$ cat src/rtl/match_controller.sv
// Two-innings cricket match sequencer. Counts runs, wickets and balls for the
// innings in play, latches the innings-1 target, enforces a minimum break
// between innings and decides the winner for the scoreboard/display path.
module match_controller #(
  parameter int BALLS_PER_INNING = 12,
  parameter int MAX_WICKETS      = 10,
  parameter int BREAK_CYCLES     = 4
) (
  input  logic       clk,
  input  logic       reset_n,
  input  logic       start,
  input  logic       ball_valid,
  input  logic [2:0] run_code,
  input  logic       is_wicket,
  output logic [7:0] binary_runs,
  output logic [3:0] binary_wickets,
  output logic [5:0] balls_left,
  output logic       batting_team,
  output logic       inning_over,
  output logic       game_over,
  output logic       winner,
  output logic       ball_accept
);

  // Break counter holds BREAK_CYCLES-1 down to 0, so start is honoured on the
  // BREAK_CYCLES-th clock after entering BREAK.
  localparam int BCW = (BREAK_CYCLES > 1) ? $clog2(BREAK_CYCLES) : 1;
  localparam logic [BCW-1:0] BRK_LOAD   = BCW'(BREAK_CYCLES - 1);
  localparam logic [5:0]     BALLS_INIT = 6'(BALLS_PER_INNING);
  localparam logic [3:0]     WKT_LIMIT  = 4'(MAX_WICKETS);

  typedef enum logic [2:0] {
    S_IDLE,
    S_INN1,
    S_BREAK,
    S_INN2,
    S_DONE
  } state_t;

  state_t         state_q;
  logic [7:0]     target_q;
  logic [BCW-1:0] brk_cnt_q;

  logic       ball_ok_d;
  logic [7:0] runs_d;
  logic [3:0] wkts_d;
  logic [5:0] balls_d;
  logic       inn_end_d;

  // Runs never wrap: a saturated innings-1 total of 255 cannot be beaten.
  function automatic logic [7:0] sat_add_runs(input logic [7:0] a, input logic [2:0] b);
    logic [8:0] s;
    s = {1'b0, a} + {6'd0, b};
    return s[8] ? 8'hFF : s[7:0];
  endfunction

  // Candidate counts if the ball presented this cycle is accepted.
  always_comb begin
    ball_ok_d = 1'b0;
    if ((state_q == S_INN1) || (state_q == S_INN2))
      ball_ok_d = ball_valid && (run_code != 3'd7);
    runs_d    = sat_add_runs(binary_runs, run_code);
    wkts_d    = binary_wickets + {3'd0, is_wicket};
    balls_d   = balls_left - 6'd1;
    inn_end_d = (wkts_d == WKT_LIMIT) || (balls_d == 6'd0);
  end

  // Match FSM; every output is a flop updated alongside the state.
  always_ff @(posedge clk or negedge reset_n) begin
    if (!reset_n) begin
      state_q        <= S_IDLE;
      target_q       <= 8'd0;
      brk_cnt_q      <= '0;
      binary_runs    <= 8'd0;
      binary_wickets <= 4'd0;
      balls_left     <= BALLS_INIT;
      batting_team   <= 1'b0;
      inning_over    <= 1'b0;
      game_over      <= 1'b0;
      winner         <= 1'b0;
      ball_accept    <= 1'b0;
    end else begin
      ball_accept <= ball_ok_d;
      if (ball_ok_d) begin
        binary_runs    <= runs_d;
        binary_wickets <= wkts_d;
        balls_left     <= balls_d;
      end
      case (state_q)
        S_IDLE, S_DONE: begin
          if (start) begin
            state_q        <= S_INN1;
            target_q       <= 8'd0;
            binary_runs    <= 8'd0;
            binary_wickets <= 4'd0;
            balls_left     <= BALLS_INIT;
            batting_team   <= 1'b0;
            game_over      <= 1'b0;
            winner         <= 1'b0;
          end
        end
        S_INN1: begin
          if (ball_ok_d && inn_end_d) begin
            state_q     <= S_BREAK;
            target_q    <= runs_d;
            brk_cnt_q   <= BRK_LOAD;
            inning_over <= 1'b1;
          end
        end
        S_BREAK: begin
          if (brk_cnt_q != '0) begin
            brk_cnt_q <= brk_cnt_q - 1'b1;
          end else if (start) begin
            state_q        <= S_INN2;
            binary_runs    <= 8'd0;
            binary_wickets <= 4'd0;
            balls_left     <= BALLS_INIT;
            batting_team   <= 1'b1;
            inning_over    <= 1'b0;
          end
        end
        S_INN2: begin
          if (ball_ok_d) begin
            if (runs_d > target_q) begin
              state_q   <= S_DONE;
              game_over <= 1'b1;
              winner    <= 1'b1;
            end else if (inn_end_d) begin
              state_q   <= S_DONE;
              game_over <= 1'b1;
              winner    <= 1'b0;
            end
          end
        end
        default: state_q <= S_IDLE;
      endcase
    end
  end

endmodule
$ cat config.mk
export PLATFORM = sky130hd
export DESIGN_NAME = match_controller
export DESIGN_NICKNAME = d
export VERILOG_FILES = /design/src/rtl/match_controller.sv
export SDC_FILE = /design/constraint.sdc
export NUM_CORES = 1
export LEC_CHECK = 0
export BUFFER_PORTS_ARGS = -buffer_cell sky130_fd_sc_hd__buf_2
export CORE_MARGIN = 4
export CORE_UTILIZATION = 55
export DETAILED_ROUTE_END_ITERATION = 7
export GPL_TIMING_DRIVEN = 0
export PLACE_DENSITY = 0.77
export REMOVE_ABC_BUFFERS = 1
export SYNTH_ARGS = -nofsm -noshare
export SYNTH_HDL_FRONTEND = slang
export SYNTH_SLANG_ARGS = --single-unit
$ cat constraint.sdc
create_clock -name clk -period 3.4 [get_ports clk]
set_input_delay 0.17 -clock clk [delete_from_list [all_inputs] [get_ports clk]]
set_output_delay 0.17 -clock clk [all_outputs]
set_load 0.02 [all_outputs]
Yosys cells after proc, flatten, opt, wreduce, memory -nomap -nowiden. Index checks and enable logic that the tools add are counted.

Register bits after elaboration: 36. Bits of input ports: 8. Output and inout bits: 23. Word-level logic and storage cells: 90.

$add $sub $neg: 4. Order comparisons: 1. Equal/unequal tests: 13. Muxes and demuxes: 43. Reductions and logical operators: 18.

Operators with widths (count): $mux W8 (6); $pmux W8 S2 (2); $mux W3 (7); $mux W6 (3); $mux W1 (12); $mux W4 (3); $pmux W3 S4 (1); $pmux W6 S2 (1); $reduce_and A4 Y1 (3); $ne A2 B2 Y1 const B (5); $reduce_bool A2 Y1 (5); $add A8 B3 Y9 (1); $gt A8 B8 Y1 (1); $pmux W1 S2 (4); $pmux W4 S2 (1); $eq A3 B2 Y1 const B (2); $logic_not A6 Y1 (1); $reduce_and A3 Y1 (2); $reduce_and A6 Y1 (1); $sub A6 B1 Y6 const B (1); $add A4 B1 Y4 (1); $eq A4 B4 Y1 const B (1); $mux W2 (2); $pmux W2 S2 (1); 10 further kinds (12).

Longest topological paths before layout.
Depth in word-level cells: 7. Depth in mapped cells: 12. Gate-level depth less buffers: 12.

Worst setup path before layout. OpenSTA, ideal clock, no wires.

Path kind: flip-flop to flip-flop. Start point: reg binary_runs[0]. End point: reg game_over. Setup time: 0.132 ns. Data arrival time: 2.748 ns. Setup slack: 0.520 ns. Stages on the path, launching flop included: 11. Path buffers: 0. Clock period less this slack: 2.880 ns. Cells stage by stage: dfrtp_1 ha_1 fa_1 a21o_1 and3_1 a21oi_1 ha_1 and4_1 o311a_1 a21oi_1 o21ai_1.

Longest elaborated chain between the ends: 6.

RTL lines: from (decl) (line 15) `output logic [7:0] binary_runs,`; from (signal assigned) (line 85) `binary_runs <= runs_d;`; $add A8 B3 Y9 * (line 53) `s = {1'b0, a} + {6'd0, b};`; $mux W8 * (line 54) `return s[8] ? 8'hFF : s[7:0];`; $gt A8 B8 Y1 * (line 124) `if (runs_d > target_q) begin`; $mux W1 (line 124); $mux W1 (line 123) `if (ball_ok_d) begin`; $pmux W1 S2 (line 89) `case (state_q)`; to (signal assigned) (line 98) `game_over <= 1'b0;`; to (signal assigned) (line 126) `game_over <= 1'b1;`; to (signal assigned) (line 130) `game_over <= 1'b1;`; to (decl) (line 20) `output logic game_over,`.

Every way passes the cells marked *; elsewhere a longest branch is shown, timed or not. The select of a mux whose other input is x is not followed. A chain may end at the register's enable or synchronous reset.

Final worst setup path.
Start point: reg binary_runs[0]. End point: reg state_q[2].

Longest elaborated chain between the ends: 6.

RTL lines: $add A8 B3 Y9 * (line 53); $mux W8 * (line 54); $gt A8 B8 Y1 * (line 124); $mux W3 (line 124); $mux W3 (line 123); $pmux W3 S4 (line 89); to (signal assigned) (line 92) `state_q <= S_INN1;`; to (signal assigned) (line 125) `state_q <= S_DONE;`; to (signal assigned) (line 129) `state_q <= S_DONE;`; to (decl) (line 40) `state_t state_q;`.

Marks and branches as above.

==> impl_metrics.toml <==
[global_route]
grt_start_max_net_pins = 37
antenna_found_initial = 0
grt_use_total_pct = 19.19
grt_remaining_overflow = 0
grt_pass1_vias = 1703
grt_first_pass_wirelength_mm = 7.776

[power]
p_switching_mw = 1.039
power.leakage_nw = 1.204
clockPowerShare_pct = 13.8
powerDensity_nw_per_um2 = 923.2
seq_power_share_pct = 34.1
intPower_mw = 1.253
p_comb_share_pct = 52.1
peakVddDrop_uv = 418.6
switching_share_pct = 45.33

[synth]
synth-simple-area-share_pct = 19.35
synth_edf_count = 0
yosysSeqAreaShare_pct = 40.72
synth-xor-area-share_pct = 5.866
yosysWarnings = 0
synth_top_family_by_area = "simple AND/OR/NAND/NOR gates"
synth_fa_ha_area_share_pct = 9.927
synth_async_sr_flop_share_pct = 100.0
muxShareOfSynthArea_pct = 0.5076
synth-seq-cells = 36
synth_cells = 240
ys_types = 47
syn_area_um2 = 2218
syn_area_per_cell_um2 = 9.243
synth-compound-area-share_pct = 18.73
synth_ff_type = "dfrtp_1"

[timing]
setup_viol = 0
fin_crit_sh_pct = 91.91
fin_crit_ps = 3125
relSlewSlack_pct = 39.65
hold_viol_final = 0
fin_worst_skew_ps = 13.86
rsz0062_at_grt = "no"
tightest_slew_ps = 905.3
report.final.slew_viol_count = 0
clock.fmax_mhz = 320.0
finalSetupTns_ps = 0

[cells_and_area]
drive_above_1_share_pct = 18.15
fin_nets = 294
layout_commonest_cell = "dfrtp_1"
layout_common_cells = "dfrtp_1 (34), nand2_1 (31), buf_2 (30), nor2_1 (19), a21oi_1 (19)"
diodes = 0
postLayoutCellArea_um2 = 2482
ff_latch_area_um2 = 903.4
multiInputGateArea_um2 = 1210
area_growth_pct = 11.90
nFillCells = 320

[drt]
drt_iter0_markers = 120
vias_per_cell = 5.733
post_drt_wl_per_cell_um = 14.33
first_pass_iters = 4
drc = 0
routed_wl_mm = 4.557
route.vias.total = 1823
ant_nets = 0

[clock_network]
cts_htree_levels = 2
cts_tree = "built"
clock-sinks = 36
path_clk_slew_ps = 70
clk-insertion-delay-late_ps = 300
clockBufferDepth = 2
cts_buffers = 5
postCtsSetupBuffers = 0
cts-root-buf = "clkbuf_8"

[die]
dieArea_um2 = 5114
ios = 31
coreArea_um2 = 3771
die_y_um = 71.51
core.rowCount = 22
die_w_um = 71.51
initial_core_util_pct = 58.83

[placed_design]
placed_cell_area_um2 = 2380
numPortBuffers = 30
place.gp.congestion = 0.8815
hpwl_mm = 3.151

[setup_path]
path_class = "reg -> reg"
timing.rr.start = "binary_runs[0]"
cp_max_fo = 6
critPathRequiredTime_ps = 3560
crit_path_end_kind = "register"
crit_path_start = "binary_runs[0]"
cp.arrival_ps = 3280
reg2reg_depth = 10
startpoint_type = "register"

[worst_hold_path]
hp-class = "in -> reg"
hp-start = "start"
hold_path_depth = 3

[status]
status = "finished clean"

[run]
maxCapViolCount = 0
[cells by family (layout without fill, tap and decap cells)]
logic type	count (synthesis)	after routing
simple gates	86	86
compound gates	62	62
flops	36	36
fa+ha+maj	17	17
xor+xnor	14	14
mux	1	1
buf+inv	24	54
[layout make-up]
class | count | area share, %
Clock buffer | 6 | 3.327
Timing Repair Buffer | 31 | 6.452
Sequential cell | 36 | 36.39
Tap cell | 48 | 2.419
Multi-Input combinational cell | 180 | 48.74
Inverter | 15 | 2.268
Clock inverter | 2 | 0.4032
[worst paths after layout]
path,to,slack (ps)
worst min-delay path,state_q[2],170
max in group asynchronous,binary_wickets[2],2380
worst max register to register,state_q[2],270
min in group asynchronous,target_q[6],490
worst min register to register,batting_team,490
worst max-delay path,state_q[2],270
[critical path, cell delays in order (launching register included)]
cell	delay, ps
dfrtp_1	400
ha_1	230
fa_1	440
a21o_1	260
and3_1	180
a21oi_1	290
ha_1	300
and4_1	160
o311a_1	380
a21oi_1	270
o21ai_1	100
[cells in the mapped netlist (2+ instances only)]
| cell | count | area, um2 |
|---|---|---|
| nor2_1 | 19 | 71.32 |
| inv_1 | 14 | 52.55 |
| o21bai_1 | 2 | 15.01 |
| buf_6 | 2 | 22.52 |
| o22ai_1 | 7 | 43.79 |
| and3_1 | 3 | 18.77 |
| nand2_1 | 31 | 116.4 |
| nor3b_1 | 2 | 15.01 |
| ha_1 | 16 | 200.2 |
| o21ai_1 | 4 | 20.02 |
| o211ai_1 | 2 | 15.01 |
| buf_2 | 3 | 15.01 |
| a21o_1 | 10 | 75.07 |
| o21ai_0 | 4 | 20.02 |
| clkbuf_1 | 4 | 15.01 |
| and2_1 | 2 | 12.51 |
| a211oi_1 | 5 | 37.54 |
| xnor2_1 | 7 | 61.31 |
| xor2_1 | 6 | 52.55 |
| a21oi_1 | 20 | 100.1 |
| dfrtp_1 | 34 | 850.8 |
| nand2b_1 | 4 | 25.02 |
| dfstp_2 | 2 | 52.55 |
| nand3_1 | 7 | 35.03 |
| and4_1 | 2 | 17.52 |
| nor3_1 | 5 | 25.02 |
| nor2b_1 | 3 | 18.77 |
[what timing repair did]
item                      CTS  global route
hold endpoints to repair   24             0
gates resized for setup     0             0
hold buffers                1             0
[power by group through the flow]
| stage | Sequential, mW | Clock (mW) | Combinational, mW |
|---|---|---|---|
| 2_1_floorplan | 0.883 | 0 | 0.772 |
| 3_3_place_gp | 0.778 | 0 | 1.16 |
| 3_5_place_dp | 0.788 | 0 | 1.19 |
| 4_1_cts | 0.782 | 0.323 | 1.20 |
| 5_1_grt | 0.810 | 0.341 | 1.35 |
| 6_report | 0.781 | 0.317 | 1.19 |
[through the flow]
step	power, mW	util, %	worst slack, ps	instances	hold WS [ps]
global placement	1.940	63.01	325.4	309	311.9
detailed placement	1.975	63.11	328.6	309	305.6
CTS	2.307	65.83	294.5	318	169.2
finish	2.292	65.83	274.9	318	172.3
floorplan	1.655	-	520.9	231	-125.6
global route	2.503	65.83	109.7	318	186.2
[metal layers]
| layer | vias up | global-route usage [%] | wire length [um] |
|---|---|---|---|
| met3 | 8 | 4.067 | 196 |
| met4 | 0 | 6.889 | 77 |
| met5 | - | 0 | 0 |
| met2 | 33 | 30.00 | 2154 |
| met1 | 884 | 26.32 | 2129 |
| li1 | 898 | - | - |
[registers in the layout, indices dropped and copies added, names as in the netlist]
| signal | count |
|---|---|
| ball_accept | 1 |
| balls_left | 6 |
| batting_team | 1 |
| binary_runs | 8 |
| binary_wickets | 4 |
| brk_cnt_q | 2 |
| game_over | 1 |
| inning_over | 1 |
| state_q | 3 |
| target_q | 8 |
| winner | 1 |
Note: power is estimated with default switching activity, not from simulation.
